<file path="config.mk">
export PLATFORM = sky130hd
export DESIGN_NAME = jtag_sram_arbiter
export DESIGN_NICKNAME = d
export VERILOG_FILES = /design/src/rtl/jtag_sram_arbiter.sv
export SDC_FILE = /design/constraint.sdc
export NUM_CORES = 1
export LEC_CHECK = 0
export BUFFER_PORTS_ARGS = -buffer_cell sky130_fd_sc_hd__buf_2
export CAP_MARGIN = 30
export CORE_MARGIN = 2
export CORE_UTILIZATION = 40
export CTS_BUF_LIST = sky130_fd_sc_hd__clkbuf_8
export DETAILED_ROUTE_END_ITERATION = 10
export GPL_TIMING_DRIVEN = 0
export PLACE_DENSITY = 0.65
export SLEW_MARGIN = 15
export SYNTH_ARGS = -nofsm -noshare
export SYNTH_HDL_FRONTEND = slang
export SYNTH_SLANG_ARGS = --single-unit
</file>
<file path="constraint.sdc">
create_clock -name clk -period 2.1 [get_ports clk]
set_clock_uncertainty 0.15 [all_clocks]
set_input_delay 0.63 -clock clk [delete_from_list [all_inputs] [get_ports clk]]
set_output_delay 0.63 -clock clk [all_outputs]
set_load 0.01 [all_outputs]
</file>
<file path="src/rtl/jtag_sram_arbiter.sv">
// jtag_sram_arbiter: shares one single-port SRAM between a toggle-handshake
// JTAG write path (tck domain, synchronized here) and a clk-domain core
// requester. One access is in flight at a time; ties alternate between sides.
module jtag_sram_arbiter #(
    parameter int AW     = 16,
    parameter int DW     = 8,
    parameter int RD_LAT = 1
) (
    input  logic          clk,
    input  logic          aclr,
    input  logic          jtag_req_tgl,
    input  logic [AW-1:0] jtag_addr,
    input  logic [DW-1:0] jtag_wdata,
    output logic          jtag_ack_tgl,
    input  logic          core_req,
    input  logic          core_we,
    input  logic [AW-1:0] core_addr,
    input  logic [DW-1:0] core_wdata,
    output logic          core_gnt,
    output logic          core_rvalid,
    output logic [DW-1:0] core_rdata,
    output logic [AW-1:0] sram_addr,
    output logic [DW-1:0] sram_wdata,
    output logic          sram_we,
    output logic          sram_re,
    input  logic [DW-1:0] sram_rdata,
    output logic          busy,
    output logic [15:0]   jtag_wr_count
);

    typedef enum logic [2:0] {IDLE, JTAG_WR, CORE_WR, CORE_RD, RD_WAIT} state_t;
    typedef enum logic {GRANT_JTAG, GRANT_CORE} side_t;

    state_t      state, next_state;
    side_t       last_grant, next_last_grant;
    logic        req_s1, req_s2, req_s3;
    logic        jtag_pending;
    logic [2:0]  rd_cnt;
    state_t      core_state;

    assign busy       = (state != IDLE);
    assign core_state = core_we ? CORE_WR : CORE_RD;

    // Next-state and round-robin arbitration between JTAG and core.
    always_comb begin
        // NOTE: every variable gets a default before the case so no path
        // leaves it unassigned, which would infer a latch.
        next_state      = state;
        next_last_grant = last_grant;
        case (state)
            IDLE: begin
                if (jtag_pending && core_req) begin
                    next_state = (last_grant == GRANT_CORE) ? JTAG_WR : core_state;
                end else if (jtag_pending) begin
                    next_state = JTAG_WR;
                end else if (core_req) begin
                    next_state = core_state;
                end
            end
            JTAG_WR: next_state = IDLE;
            CORE_WR: next_state = IDLE;
            CORE_RD: next_state = RD_WAIT;
            RD_WAIT: if (rd_cnt == 3'd0) next_state = IDLE;
            default: next_state = IDLE;
        endcase
        if (next_state == JTAG_WR) begin
            next_last_grant = GRANT_JTAG;
        end else if (next_state == CORE_WR || next_state == CORE_RD) begin
            next_last_grant = GRANT_CORE;
        end
    end

    // State register; last_grant starts at CORE so JTAG wins the first tie.
    always_ff @(posedge clk or negedge aclr) begin
        // NOTE: sequential state uses non-blocking assignments so every flop
        // samples pre-edge values regardless of statement order.
        if (!aclr) begin
            state      <= IDLE;
            last_grant <= GRANT_CORE;
        end else begin
            state      <= next_state;
            last_grant <= next_last_grant;
        end
    end

    // Two-flop synchronizer plus edge-detect flop for the JTAG request toggle.
    // Clearing on JTAG_WR entry wins over a coincident edge: any such edge is
    // a second toggle posted before ack and is merged into this write.
    always_ff @(posedge clk or negedge aclr) begin
        if (!aclr) begin
            req_s1       <= 1'b0;
            req_s2       <= 1'b0;
            req_s3       <= 1'b0;
            jtag_pending <= 1'b0;
        end else begin
            req_s1 <= jtag_req_tgl;
            req_s2 <= req_s1;
            req_s3 <= req_s2;
            if (next_state == JTAG_WR) begin
                jtag_pending <= 1'b0;
            end else if (req_s2 != req_s3) begin
                jtag_pending <= 1'b1;
            end
        end
    end

    // Registered SRAM strobes, grant, ack and read return, asserted in the
    // cycle the corresponding state is entered.
    always_ff @(posedge clk or negedge aclr) begin
        if (!aclr) begin
            sram_we       <= 1'b0;
            sram_re       <= 1'b0;
            sram_addr     <= '0;
            sram_wdata    <= '0;
            core_gnt      <= 1'b0;
            core_rvalid   <= 1'b0;
            core_rdata    <= '0;
            jtag_ack_tgl  <= 1'b0;
            jtag_wr_count <= '0;
            rd_cnt        <= '0;
        end else begin
            sram_we     <= 1'b0;
            sram_re     <= 1'b0;
            core_gnt    <= 1'b0;
            core_rvalid <= 1'b0;
            case (next_state)
                JTAG_WR: begin
                    sram_we      <= 1'b1;
                    sram_addr    <= jtag_addr;
                    sram_wdata   <= jtag_wdata;
                    jtag_ack_tgl <= ~jtag_ack_tgl;
                    if (jtag_wr_count != 16'hFFFF) jtag_wr_count <= jtag_wr_count + 16'd1;
                end
                CORE_WR: begin
                    sram_we    <= 1'b1;
                    sram_addr  <= core_addr;
                    sram_wdata <= core_wdata;
                    core_gnt   <= 1'b1;
                end
                CORE_RD: begin
                    sram_re   <= 1'b1;
                    sram_addr <= core_addr;
                    core_gnt  <= 1'b1;
                    rd_cnt    <= 3'(RD_LAT);
                end
                default: ;
            endcase
            // Count down the read latency; return data once it reaches zero.
            if (state == CORE_RD || (state == RD_WAIT && rd_cnt != 3'd0)) begin
                rd_cnt <= rd_cnt - 3'd1;
            end
            if (state == RD_WAIT && rd_cnt == 3'd0) begin
                core_rdata  <= sram_rdata;
                core_rvalid <= 1'b1;
            end
        end
    end

endmodule
</file>
==> impl_metrics.ini <==
[global_route]
grt_max_degree = 57
gr-usage-all-layers = 0.1797
top_usage_layer = met2
antenna_found_initial = 0
use_met1 = 0.2471
grt_util_met2 = 0.2781
grtUsageMet3 = 0.03324
overflow = 0
grt_pass1_vias = 2286
grt_pass1_wl_um = 10900

[setup_path]
critPathKind = reg -> reg
r2r-start = jtag_wr_count[0]
critPathTopFamily = simple AND/OR/NAND/NOR gates
crit_arrival_ns = 2.13
worst-path-buf-inv = 1
r2r_slack_ns = 0.04
worst_ep_required_time_ns = 2.17
critPathMaxFanout = 10
cp_slowest_cell = nor4_4
r2r_cells = 6
r2r_end = jtag_wr_count[1]
cp-end-kind = register
start_kind = register
crit_cells = 6
max_stage_delay_ns = 0.45
endpoint = jtag_wr_count[1]
crit_chain = ha_4, nand4_1, buf_4, nor4_4, nor2_2, mux2_4
cp-startpoint = jtag_wr_count[0]

[synthesis]
synth_cells = 260
synth_top_area_frac = 0.5417
synth_flop_cell = dfrtp_1
ys_top_cells_by_count = dfrtp_1, nor2_1, nand3_1
netlist_top_cells_area = dfrtp_1, mux2_2, a31oi_1
yosysTopAreaCell = dfrtp_1
synth.distinct_cells = 45
yosys_warnings = 0
async_reset_ff_frac = 1.000
yosysMostFrequentCell = dfrtp_1
syn_area_mm2 = 0.002910
synth_edf_count = 0
synth_nets = 324
avgSynthCellArea_um2 = 11.19
yosysSeqAreaShare = 0.5507
ys_seq_elements = 64

[pwr]
power.density_mw_per_mm2 = 1431
peakVddDrop_mv = 0.6897
leakagePower_nw = 2.003

[sta]
rsz0062_at_grt = true
finalCritPeriodShare = 0.9829
maxSlewViolCount = 0
setup-violations-final = 0
hold_viol_final = 0
tightest_slew_ns = 0.6033
slew_headroom = 0.5948
fin_crit_ns = 2.064
clock.fmax_mhz = 484.5

[cts]
cts_tree = built
clk_latency_ns = 0.33
clockBufferDepth = 2
clk_pin_slew_ns = 0.07
cts.sinks = 64
h-tree-depth = 3
root_buffer = clkbuf_8
numCtsBuffers = 9

[cells_and_area]
fillCellCount = 683
drive_above_1_share = 0.4450
stdcell_count = 499
nets = 459
seqCellArea_mm2 = 0.001604
diodes = 0
multi_input_area_mm2 = 0.001252
syn2layout_area_growth_pct = 36.59
design_area_mm2 = 0.003975

[floorplan]
ioPinCount = 115
start_util = 0.4078
coreArea_mm2 = 0.007137
die_area_mm2 = 0.007974
rows = 31
die_h_um = 89.30
die_w_um = 89.30

[min_path]
hold_class = reg -> reg

[placement]
dp.cells = 474
io_buffers = 114
place_congestion = 0.7815
dpl_cell_area_mm2 = 0.003635
dp_hpwl_um = 4936

[drt]
wirelength_um = 7216
via_count = 2548
routed_via_density = 5.106
wl_per_cell_um = 14.46
postRouteAntennaNets = 0
first_pass_iters = 4
first_iter_violations = 102
drc = 0

[run_status]
outcome = complete, no violations

[job]
drv_cap = 0
## layer usage
metal,vias to the layer above,wire length (um)
met5,-,0
li1,1224,-
met4,0,104
met3,8,324
met1,1235,3316
met2,81,3471
## stage by stage
stage	power, mW	util	setup WS, ns	setup TNS [ns]	hold slack, ns
after CTS	5.600	0.5426	0.009785	0	0.2113
after global routing	6.126	0.5570	-0.07432	-0.2779	0.2296
final	5.689	0.5570	0.03597	0	0.2110
after floorplan	3.528	-	0.1269	0	0.1812
after detailed placement	4.420	0.5093	-0.1798	-1.216	0.1956
after global placement	4.355	0.5051	-0.2037	-1.094	0.1835
## layout make-up
cell class | instances | area share
well taps | 99 | 0.03116
plain buffers | 11 | 0.01416
multi-input cells | 172 | 0.3151
inverters | 12 | 0.01196
repair buffers | 125 | 0.1722
clock buffers | 11 | 0.03809
clock inverters | 5 | 0.01385
flip-flops and latches | 64 | 0.4035
## kinds of logic after synthesis
kind of cell	share of synthesized area
AOI/OAI and AO/OA	0.1242
xor gates and xnor gates	0.03912
adders and majority gates	0.01290
buffers and inverters	0.03397
DFF	0.5507
muxes	0.04772
and+or+nand+nor	0.1913
## power breakdown
part           leakage (nW)  switching (mW)  internal [mW]
Combinational          1.11            1.46           1.15
Sequential            0.791           0.295           1.71
Clock                 0.101           0.471          0.608
## timing repair
| item | in CTS | in global routing |
|---|---|---|
| gates resized for setup | 2 | 15 |
| hold endpoints to repair | 8 | 0 |
| buffers inserted | 3 | 6 |
| setup endpoints to repair | 1 | 20 |
| pin swaps | 1 | 5 |
| hold buffers | 1 | 0 |
## registers in the layout, indices dropped and copies added (netlist names), 3 cells and up
| signal | cells |
|---|---|
| core_rdata | 8 |
| jtag_wr_count | 16 |
| rd_cnt | 3 |
| sram_addr | 16 |
| sram_wdata | 8 |
| state | 3 |
## worst min path at each step
stage / slack [ns] / cells after the start / start / end
2_1_floorplan: 0.18 / 0 / aclr / core_gnt
3_3_place_gp: 0.18 / 0 / req_s1 / req_s2
3_5_place_dp: 0.20 / 0 / req_s1 / req_s2
4_1_cts: 0.21 / 0 / req_s1 / req_s2
5_1_grt: 0.23 / 0 / req_s1 / req_s2
6_report: 0.21 / 0 / req_s1 / req_s2
## cell usage in the layout (no fill, tap or decap), types with 8 or more instances in the layout
cell and n:
dfrtp_1 62, a221o_1 8, and3_1 10, nor2_1 21, clkbuf_8 11, xor2_1 10, buf_4 10, buf_2 116
nand3_1 20, inv_1 10, o21ai_0 18, nand2_1 10, a31oi_1 16, mux2_2 9
Note: power is estimated with default switching activity, not from simulation.
